--- src/rtl/snake_engine_if.sv ---
// Snake engine control/status bundle: game inputs from the controller, body state back out.
// The master drives start/step/dir/apple; the slave (engine) drives everything else.
interface snake_engine_if #(
  parameter int GRID_W  = 16,
  parameter int GRID_H  = 16,
  parameter int MAX_LEN = 128
);
  localparam int XW    = $clog2(GRID_W);
  localparam int YW    = $clog2(GRID_H);
  localparam int LW    = $clog2(MAX_LEN + 1);
  localparam int NCELL = GRID_W * GRID_H;

  logic             start;
  logic             step;
  logic [1:0]       dir;
  logic [XW-1:0]    apple_x;
  logic [YW-1:0]    apple_y;
  logic [XW-1:0]    head_x;
  logic [YW-1:0]    head_y;
  logic [LW-1:0]    length;
  logic [1:0]       heading;
  logic             apple_eaten;
  logic             game_over;
  logic             busy;
  logic             done;
  logic [NCELL-1:0] occupancy;

  modport master (
    output start, step, dir, apple_x, apple_y,
    input  head_x, head_y, length, heading, apple_eaten, game_over, busy, done, occupancy
  );

  modport slave (
    input  start, step, dir, apple_x, apple_y,
    output head_x, head_y, length, heading, apple_eaten, game_over, busy, done, occupancy
  );
endinterface

--- src/rtl/snake_engine.sv ---
// Snake game core: ring buffer of body coordinates plus occupancy map, one cell per step.
// Step latency 2 cycles (IDLE->CALC->COMMIT); steps arriving while busy or dead are dropped.
module snake_engine #(
  parameter int GRID_W         = 16,
  parameter int GRID_H         = 16,
  parameter int MAX_LEN        = 128,
  parameter int INIT_LEN       = 3,
  parameter int WRAP           = 0,
  parameter int GROW_PER_APPLE = 1
) (
  input  logic          clk,
  input  logic          rst_n,
  snake_engine_if.slave bus
);
  localparam int XW    = $clog2(GRID_W);
  localparam int YW    = $clog2(GRID_H);
  localparam int LW    = $clog2(MAX_LEN + 1);
  localparam int PW    = $clog2(MAX_LEN);
  localparam int NCELL = GRID_W * GRID_H;
  localparam int CW    = $clog2(NCELL);

  localparam logic [1:0] DIR_UP    = 2'b00;
  localparam logic [1:0] DIR_DOWN  = 2'b01;
  localparam logic [1:0] DIR_LEFT  = 2'b10;
  localparam logic [1:0] DIR_RIGHT = 2'b11;

  localparam logic [YW-1:0] Y_INIT = YW'(GRID_H / 2);

  function automatic logic [NCELL-1:0] init_occ();
    logic [NCELL-1:0] r;
    r = '0;
    for (int i = 0; i < INIT_LEN; i++) r[(GRID_H / 2) * GRID_W + i] = 1'b1;
    return r;
  endfunction

  localparam logic [NCELL-1:0] OCC_INIT = init_occ();

  function automatic logic [CW-1:0] cell_idx(input logic [XW-1:0] x, input logic [YW-1:0] y);
    return CW'(int'(y) * GRID_W + int'(x));
  endfunction

  typedef enum logic [1:0] {S_IDLE, S_CALC, S_COMMIT, S_DEAD} state_t;

  state_t           state_q;
  logic [XW-1:0]    ring_x_q [MAX_LEN];
  logic [YW-1:0]    ring_y_q [MAX_LEN];
  logic [PW-1:0]    head_ptr_q, tail_ptr_q;
  logic [XW-1:0]    head_x_q;
  logic [YW-1:0]    head_y_q;
  logic [LW-1:0]    length_q;
  logic [1:0]       heading_q, dir_q;
  logic [3:0]       pend_q;
  logic [NCELL-1:0] occ_q;
  logic             go_q, busy_q, done_q, eaten_q;

  // Move evaluation captured at the end of CALC and applied in COMMIT.
  logic [XW-1:0]    nx_q;
  logic [YW-1:0]    ny_q;
  logic [1:0]       nd_q;
  logic             die_q, grow_q, hit_q, full_q;

  logic [XW-1:0]    nx_d, tail_x;
  logic [YW-1:0]    ny_d, tail_y;
  logic [1:0]       nd_d;
  logic             wall_d, hit_d, grow_d, die_d, full_d, tail_hit;
  logic [PW-1:0]    head_ptr_inc, tail_ptr_inc;
  logic [4:0]       pend_sum;
  logic [3:0]       pend_d;

  always_comb begin
    nd_d   = (dir_q == (heading_q ^ 2'b01)) ? heading_q : dir_q;
    nx_d   = head_x_q;
    ny_d   = head_y_q;
    wall_d = 1'b0;
    case (nd_d)
      DIR_UP: begin
        if (head_y_q == '0) begin
          if (WRAP != 0) ny_d = YW'(GRID_H - 1);
          else           wall_d = 1'b1;
        end else ny_d = head_y_q - 1'b1;
      end
      DIR_DOWN: begin
        if (head_y_q == YW'(GRID_H - 1)) begin
          if (WRAP != 0) ny_d = '0;
          else           wall_d = 1'b1;
        end else ny_d = head_y_q + 1'b1;
      end
      DIR_LEFT: begin
        if (head_x_q == '0) begin
          if (WRAP != 0) nx_d = XW'(GRID_W - 1);
          else           wall_d = 1'b1;
        end else nx_d = head_x_q - 1'b1;
      end
      default: begin
        if (head_x_q == XW'(GRID_W - 1)) begin
          if (WRAP != 0) nx_d = '0;
          else           wall_d = 1'b1;
        end else nx_d = head_x_q + 1'b1;
      end
    endcase

    tail_x   = ring_x_q[tail_ptr_q];
    tail_y   = ring_y_q[tail_ptr_q];
    hit_d    = (nx_d == bus.apple_x) && (ny_d == bus.apple_y);
    full_d   = (length_q == LW'(MAX_LEN));
    grow_d   = (hit_d || (pend_q != 4'd0)) && !full_d;
    tail_hit = (nx_d == tail_x) && (ny_d == tail_y);
    // On a wall hit the coordinates stay at the head, whose own bit is set, so die_d holds either way.
    die_d    = wall_d || (occ_q[cell_idx(nx_d, ny_d)] && !(tail_hit && !grow_d));

    head_ptr_inc = (head_ptr_q == PW'(MAX_LEN - 1)) ? '0 : head_ptr_q + 1'b1;
    tail_ptr_inc = (tail_ptr_q == PW'(MAX_LEN - 1)) ? '0 : tail_ptr_q + 1'b1;

    pend_sum = {1'b0, pend_q} + 5'(GROW_PER_APPLE - 1);
    if (full_q)      pend_d = 4'd0;
    else if (hit_q)  pend_d = (pend_sum > 5'd15) ? 4'hF : pend_sum[3:0];
    else if (grow_q) pend_d = pend_q - 4'd1;
    else             pend_d = pend_q;
  end

  always_ff @(posedge clk or negedge rst_n) begin
    if (!rst_n) begin
      for (int i = 0; i < MAX_LEN; i++) begin
        ring_x_q[i] <= (i < INIT_LEN) ? XW'(i) : '0;
        ring_y_q[i] <= Y_INIT;
      end
      state_q    <= S_IDLE;
      head_ptr_q <= PW'(INIT_LEN - 1);
      tail_ptr_q <= '0;
      head_x_q   <= XW'(INIT_LEN - 1);
      head_y_q   <= Y_INIT;
      length_q   <= LW'(INIT_LEN);
      heading_q  <= DIR_RIGHT;
      dir_q      <= DIR_RIGHT;
      pend_q     <= 4'd0;
      occ_q      <= OCC_INIT;
      go_q       <= 1'b0;
      busy_q     <= 1'b0;
      done_q     <= 1'b0;
      eaten_q    <= 1'b0;
      nx_q       <= '0;
      ny_q       <= '0;
      nd_q       <= DIR_RIGHT;
      die_q      <= 1'b0;
      grow_q     <= 1'b0;
      hit_q      <= 1'b0;
      full_q     <= 1'b0;
    end else if (bus.start) begin
      for (int i = 0; i < MAX_LEN; i++) begin
        ring_x_q[i] <= (i < INIT_LEN) ? XW'(i) : '0;
        ring_y_q[i] <= Y_INIT;
      end
      state_q    <= S_IDLE;
      head_ptr_q <= PW'(INIT_LEN - 1);
      tail_ptr_q <= '0;
      head_x_q   <= XW'(INIT_LEN - 1);
      head_y_q   <= Y_INIT;
      length_q   <= LW'(INIT_LEN);
      heading_q  <= DIR_RIGHT;
      dir_q      <= DIR_RIGHT;
      pend_q     <= 4'd0;
      occ_q      <= OCC_INIT;
      go_q       <= 1'b0;
      busy_q     <= 1'b0;
      done_q     <= 1'b0;
      eaten_q    <= 1'b0;
    end else begin
      done_q  <= 1'b0;
      eaten_q <= 1'b0;
      case (state_q)
        S_IDLE: begin
          if (bus.step && !go_q) begin
            dir_q   <= bus.dir;
            busy_q  <= 1'b1;
            state_q <= S_CALC;
          end
        end
        S_CALC: begin
          nx_q    <= nx_d;
          ny_q    <= ny_d;
          nd_q    <= nd_d;
          die_q   <= die_d;
          grow_q  <= grow_d;
          hit_q   <= hit_d;
          full_q  <= full_d;
          state_q <= S_COMMIT;
        end
        S_COMMIT: begin
          busy_q <= 1'b0;
          done_q <= 1'b1;
          if (die_q) begin
            go_q    <= 1'b1;
            state_q <= S_DEAD;
          end else begin
            ring_x_q[head_ptr_inc] <= nx_q;
            ring_y_q[head_ptr_inc] <= ny_q;
            head_ptr_q <= head_ptr_inc;
            head_x_q   <= nx_q;
            head_y_q   <= ny_q;
            heading_q  <= nd_q;
            pend_q     <= pend_d;
            eaten_q    <= hit_q;
            if (grow_q) begin
              length_q <= length_q + 1'b1;
            end else begin
              occ_q[cell_idx(ring_x_q[tail_ptr_q], ring_y_q[tail_ptr_q])] <= 1'b0;
              tail_ptr_q <= tail_ptr_inc;
            end
            // Set after the tail clear so a head entering the vacated tail cell keeps its bit.
            occ_q[cell_idx(nx_q, ny_q)] <= 1'b1;
            state_q <= S_IDLE;
          end
        end
        default: ;
      endcase
    end
  end

  assign bus.head_x      = head_x_q;
  assign bus.head_y      = head_y_q;
  assign bus.length      = length_q;
  assign bus.heading     = heading_q;
  assign bus.apple_eaten = eaten_q;
  assign bus.game_over   = go_q;
  assign bus.busy        = busy_q;
  assign bus.done        = done_q;
  assign bus.occupancy   = occ_q;
endmodule

--- src/flat_wrapper.sv ---
// flat-port wrapper written by rule: the top's interface ports become plain ports
module snake_engine_flat 
#(
  parameter int GRID_W         = 16,
  parameter int GRID_H         = 16,
  parameter int MAX_LEN        = 128,
  parameter int INIT_LEN       = 3,
  parameter int WRAP           = 0,
  parameter int GROW_PER_APPLE = 1
)
  (clk, rst_n, bus_start, bus_step, bus_dir, bus_apple_x, bus_apple_y, bus_head_x, bus_head_y, bus_length, bus_heading, bus_apple_eaten, bus_game_over, bus_busy, bus_done, bus_occupancy);
  snake_engine_if #(.GRID_W(GRID_W), .GRID_H(GRID_H), .MAX_LEN(MAX_LEN)) bus_i ();
  input  logic clk;
  input  logic rst_n;
  input wire logic [$bits(bus_i.start)-1:0] bus_start;
  input wire logic [$bits(bus_i.step)-1:0] bus_step;
  input wire logic [$bits(bus_i.dir)-1:0] bus_dir;
  input wire logic [$bits(bus_i.apple_x)-1:0] bus_apple_x;
  input wire logic [$bits(bus_i.apple_y)-1:0] bus_apple_y;
  output wire logic [$bits(bus_i.head_x)-1:0] bus_head_x;
  output wire logic [$bits(bus_i.head_y)-1:0] bus_head_y;
  output wire logic [$bits(bus_i.length)-1:0] bus_length;
  output wire logic [$bits(bus_i.heading)-1:0] bus_heading;
  output wire logic [$bits(bus_i.apple_eaten)-1:0] bus_apple_eaten;
  output wire logic [$bits(bus_i.game_over)-1:0] bus_game_over;
  output wire logic [$bits(bus_i.busy)-1:0] bus_busy;
  output wire logic [$bits(bus_i.done)-1:0] bus_done;
  output wire logic [$bits(bus_i.occupancy)-1:0] bus_occupancy;
  assign bus_i.start = bus_start;
  assign bus_i.step = bus_step;
  assign bus_i.dir = bus_dir;
  assign bus_i.apple_x = bus_apple_x;
  assign bus_i.apple_y = bus_apple_y;
  assign bus_head_x = bus_i.head_x;
  assign bus_head_y = bus_i.head_y;
  assign bus_length = bus_i.length;
  assign bus_heading = bus_i.heading;
  assign bus_apple_eaten = bus_i.apple_eaten;
  assign bus_game_over = bus_i.game_over;
  assign bus_busy = bus_i.busy;
  assign bus_done = bus_i.done;
  assign bus_occupancy = bus_i.occupancy;
  snake_engine #(.GRID_W(GRID_W), .GRID_H(GRID_H), .MAX_LEN(MAX_LEN), .INIT_LEN(INIT_LEN), .WRAP(WRAP), .GROW_PER_APPLE(GROW_PER_APPLE)) u_core (.clk(clk), .rst_n(rst_n), .bus(bus_i));
endmodule
--- config.mk ---
export PLATFORM = sky130hd
export DESIGN_NAME = snake_engine_flat
export DESIGN_NICKNAME = d
export VERILOG_FILES = /design/src/rtl/snake_engine_if.sv /design/src/rtl/snake_engine.sv /design/src/flat_wrapper.sv
export SDC_FILE = /design/constraint.sdc
export NUM_CORES = 2
export LEC_CHECK = 0
export CAP_MARGIN = 20
export CORE_AREA = 2 2 287 403
export DETAILED_ROUTE_END_ITERATION = 10
export DIE_AREA = 0 0 289 405
export PLACE_DENSITY = 0.75
export SLEW_MARGIN = 40
export SYNTH_ARGS = -nofsm -noshare
export SYNTH_HDL_FRONTEND = slang
export SYNTH_SLANG_ARGS = --single-unit
--- constraint.sdc ---
create_clock -name clk -period 6.8 [get_ports clk]
set_clock_uncertainty 0.2 [all_clocks]
set_input_delay 1.7 -clock clk [delete_from_list [all_inputs] [get_ports clk]]
set_output_delay 1.7 -clock clk [all_outputs]
set_load 0.02 [all_outputs]
==> summary.txt <==
Status
  • Outcome: finished, final reports clean

Synth
  • Top-count cell post-synth: dfrtp_1
  • EDFF count, synth: 0
  • Dominant synthesized flop cell: dfrtp_1
  • Async SR Flop Fraction: 1.00
  • Syn_area_per_cell: 11.1 um2
  • Post-synth design cell area: 64300 um2
  • Yosys cell types: 82
  • Mapped Nets: 5842
  • Yosys top cell area share: 0.465
  • YS warnings: 0
  • Top post-synthesis cells by area: dfrtp_1 46%, mux4_2 9.6%, o21ai_0 6.5%, a22o_1 6.3%, dfstp_2 5.9%
  • Gate Count Post-Synth: 5815
  • Sequential cell area fraction in the yosys report: 0.523
  • #FFs+latches synth: 1338
  • Commonest cells post-synth: 1194 x dfrtp_1, 839 x o21ai_0, 735 x nand2_1
  • Top cell type by total area after synthesis: dfrtp_1

Clock network
  • Total CTS buffers: 132
  • Post-cts hold buffer count: 0
  • Clk buf depth: 3
  • TritonCTS clock tree: done
  • Clock Tree Root: clkbuf_16
  • Post-CTS setup buffers: 0
  • CTS Sinks: 1338
  • CTS resizes: 0
  • Clock Latency Late Sink: 790 ps
  • Clock H-tree levels: 4
  • Clock Pin Slew Worst Setup and Hold Paths: 70 ps

Floorplanning
  • Initial Util: 0.566
  • Row cnt: 147
  • Die span in y: 405 um
  • Chip width: 289 um
  • DIE AREA: 117000 um2
  • Core ar.: 114000 um2
  • Io pins: 292

Power and ir drop
  • Leak pwr: 0.0299 uW
  • Maximum vdd drop: 0.274 mV
  • Power density over cell area: 244 nW/um2

Global routing
  • First-pass GRT wire length: 342000 um
  • Grt total ovfl: 0
  • GR Util All Layers: 0.394
  • GR Layer Usage met2: 0.608
  • Vias in the first global route: 52200
  • Initial antenna violation count: 7
  • Met1 GRT Util: 0.477
  • Most Used Layer, Global Route: met2
  • Met3 Use GR: 0.0774
  • Largest net degree at the start of global routing: 195

Critical path
  • Crit-path leading delay family: simple AND/OR/NAND/NOR gates
  • Largest stage delay, worst path: 880 ps
  • WP data required: 7230 ps
  • Critical Path End Type: flip-flop
  • Cells along the critical path: buf_12, mux4_2, a22oi_1, a21oi_1, nor3_1, and3_1, and2_1, and2_1, a31oi_1, o21ai_0, o21ai_0
  • Critical path's slowest cell: dfrtp_4
  • Type of origin of the critical path: flip-flop
  • CP Buf/Inv Count: 1
  • Worst-path maximum fanout: 40
  • Crit path DAT: 6160 ps
  • Setup Crit Path Kind: flip-flop to flip-flop

Finish
  • Final #Nets: 5986
  • FF+latch area: 33700 um2
  • Fillers: 8740
  • Multi-input gate area: 28600 um2
  • Cell area after layout: 73400 um2
  • Layout area overhead: 14.1%
  • Share of cells above drive strength 1: 0.150

Worst hold path
  • Hold crit path type: flip-flop to flip-flop

Detailed routing
  • Drt pass-1 iters: 6
  • DRC Markers: 0
  • Wire per inst: 30.3 um
  • Drt total wl: 229000 um
  • Post-route ant nets: 0
  • Drt via density: 6.99
  • Starting DRT DRC Count: 6143
  • Via count: 52900

Timing
  • Final Setup Violations: 0
  • Tcrit/Tclk final: 0.843
  • Post-layout min period: 5730 ps
  • Worst-Margin Slew: 967 ps
  • Unrepaired setup endpoints after global routing: no
  • Final Hold Vio Count: 0
  • Setup slack after layout: 1070 ps
  • Setup_tns: 0 ps
  • Max Clk Rate: 0.174 GHz
  • Max-slew violation count: 0
  • Slew HR: 0.356

Placement
  • Final HPWL from detailed placement: 151000 um
  • Post-placement cell area: 68600 um2
  • Worst slack at placement: 1220 ps
  • Port-buffer cells: 291
  • Final Wtd Congestion: 1.02

Run
  • Max cap viols: 0
[power by group]
part	switching, uW	internal, uW	leakage [uW]
registers	170	8020	0.0182
clock network	3300	4500	0.00223
logic	1420	511	0.00950
total	4890	13000	0.0299
[flip-flops by register name, summed over array words and instances, names as in the netlist, 4 cells and up]
signal and flops:
u_core.bus.head_y 4, u_core.pend_q 4, u_core.bus.occupancy 256, u_core.nx_q 4
u_core.bus.head_x 4, u_core.bus.length 8, u_core.tail_ptr_q 7, u_core.ring_y_q 512
u_core.head_ptr_q 7, u_core.ny_q 4, u_core.ring_x_q 512
[through the flow]
| stage | power (uW) | hold slack (ps) | util | std cells |
|---|---|---|---|---|
| 3_5_place_dp | 10200 | 263 | 0.604 | 7310 |
| 6_report | 17900 | 273 | 0.645 | 7561 |
| 4_1_cts | 17900 | 277 | 0.644 | 7550 |
| 2_1_floorplan | 9370 | 242 | - | 5815 |
| 5_1_grt | 18400 | 299 | 0.645 | 7556 |
| 3_3_place_gp | 10100 | 254 | 0.603 | 7305 |
[placed cells by master, fill, tap and decap left out, types with 71 or more instances in the layout]
master / synthesis / routed
o21ai_0: 839 / 838
a31oi_1: 71 / 71
a22o_1: 466 / 466
a21oi_1: 174 / 174
dfrtp_1: 1194 / 1190
nand2_1: 735 / 720
buf_4: 25 / 129
nor2_1: 277 / 271
mux4_2: 274 / 274
dfstp_2: 144 / 144
clkbuf_16: 0 / 135
clkdlybuf4s50_1: 0 / 289
mux2i_1: 147 / 146
nor2b_1: 132 / 128
o21ai_1: 189 / 190
[final timing paths]
| check | startpoint | end | slack, ps | depth (start not counted) |
|---|---|---|---|---|
| max | u_core.tail_ptr_q[0] | u_core.bus.occupancy[197] | 1070 | 11 |
| min | u_core.ring_x_q[73] | u_core.ring_x_q[73] | 270 | 2 |
| max reg2reg | u_core.tail_ptr_q[0] | u_core.bus.occupancy[197] | 1070 | 11 |
| min reg2reg | u_core.ring_x_q[73] | u_core.ring_x_q[73] | 270 | 2 |
| max in group asynchronous | rst_n | u_core.ring_y_q[407] | 4040 | 4 |
| min in group asynchronous | rst_n | u_core.bus.occupancy[78] | 610 | 1 |
[tightest hold or removal path: stages, from the launching register on]
cell and delay [ps]:
dfrtp_1 340, nand2_1 40, o21ai_0 60
[routing by layer]
layer  vias up  wire, um
met5         -        52
met4         8     23500
met3       948     20500
met2      3293    106000
met1     26800     79300
li1      21900         -
[cells by family (layout without fill, tap and decap cells)]
kind of cell / count (synthesis) / count (layout) / share of synthesized area
compound gates: 2065 / 2065 / 0.206
other cells: 0 / 6 / 0
mux: 445 / 445 / 0.124
buf+inv: 469 / 719 / 0.0340
simple gates: 1446 / 1446 / 0.104
xor+xnor: 39 / 39 / 0.00555
fa+ha+maj: 13 / 13 / 0.00253
flops: 1338 / 1338 / 0.523
[cell type report]
| class | instances | area share |
|---|---|---|
| Multi-Input combinational cell | 4008 | 0.390 |
| Sequential cell | 1338 | 0.459 |
| Timing Repair Buffer | 453 | 0.0617 |
| Clock buffer | 187 | 0.0524 |
| Inverter | 26 | 0.00133 |
| Clock inverter | 53 | 0.00984 |
| Tap cell | 1490 | 0.0254 |
| Antenna cell | 6 | 0.000205 |
Power figures use the tool's default switching activity.
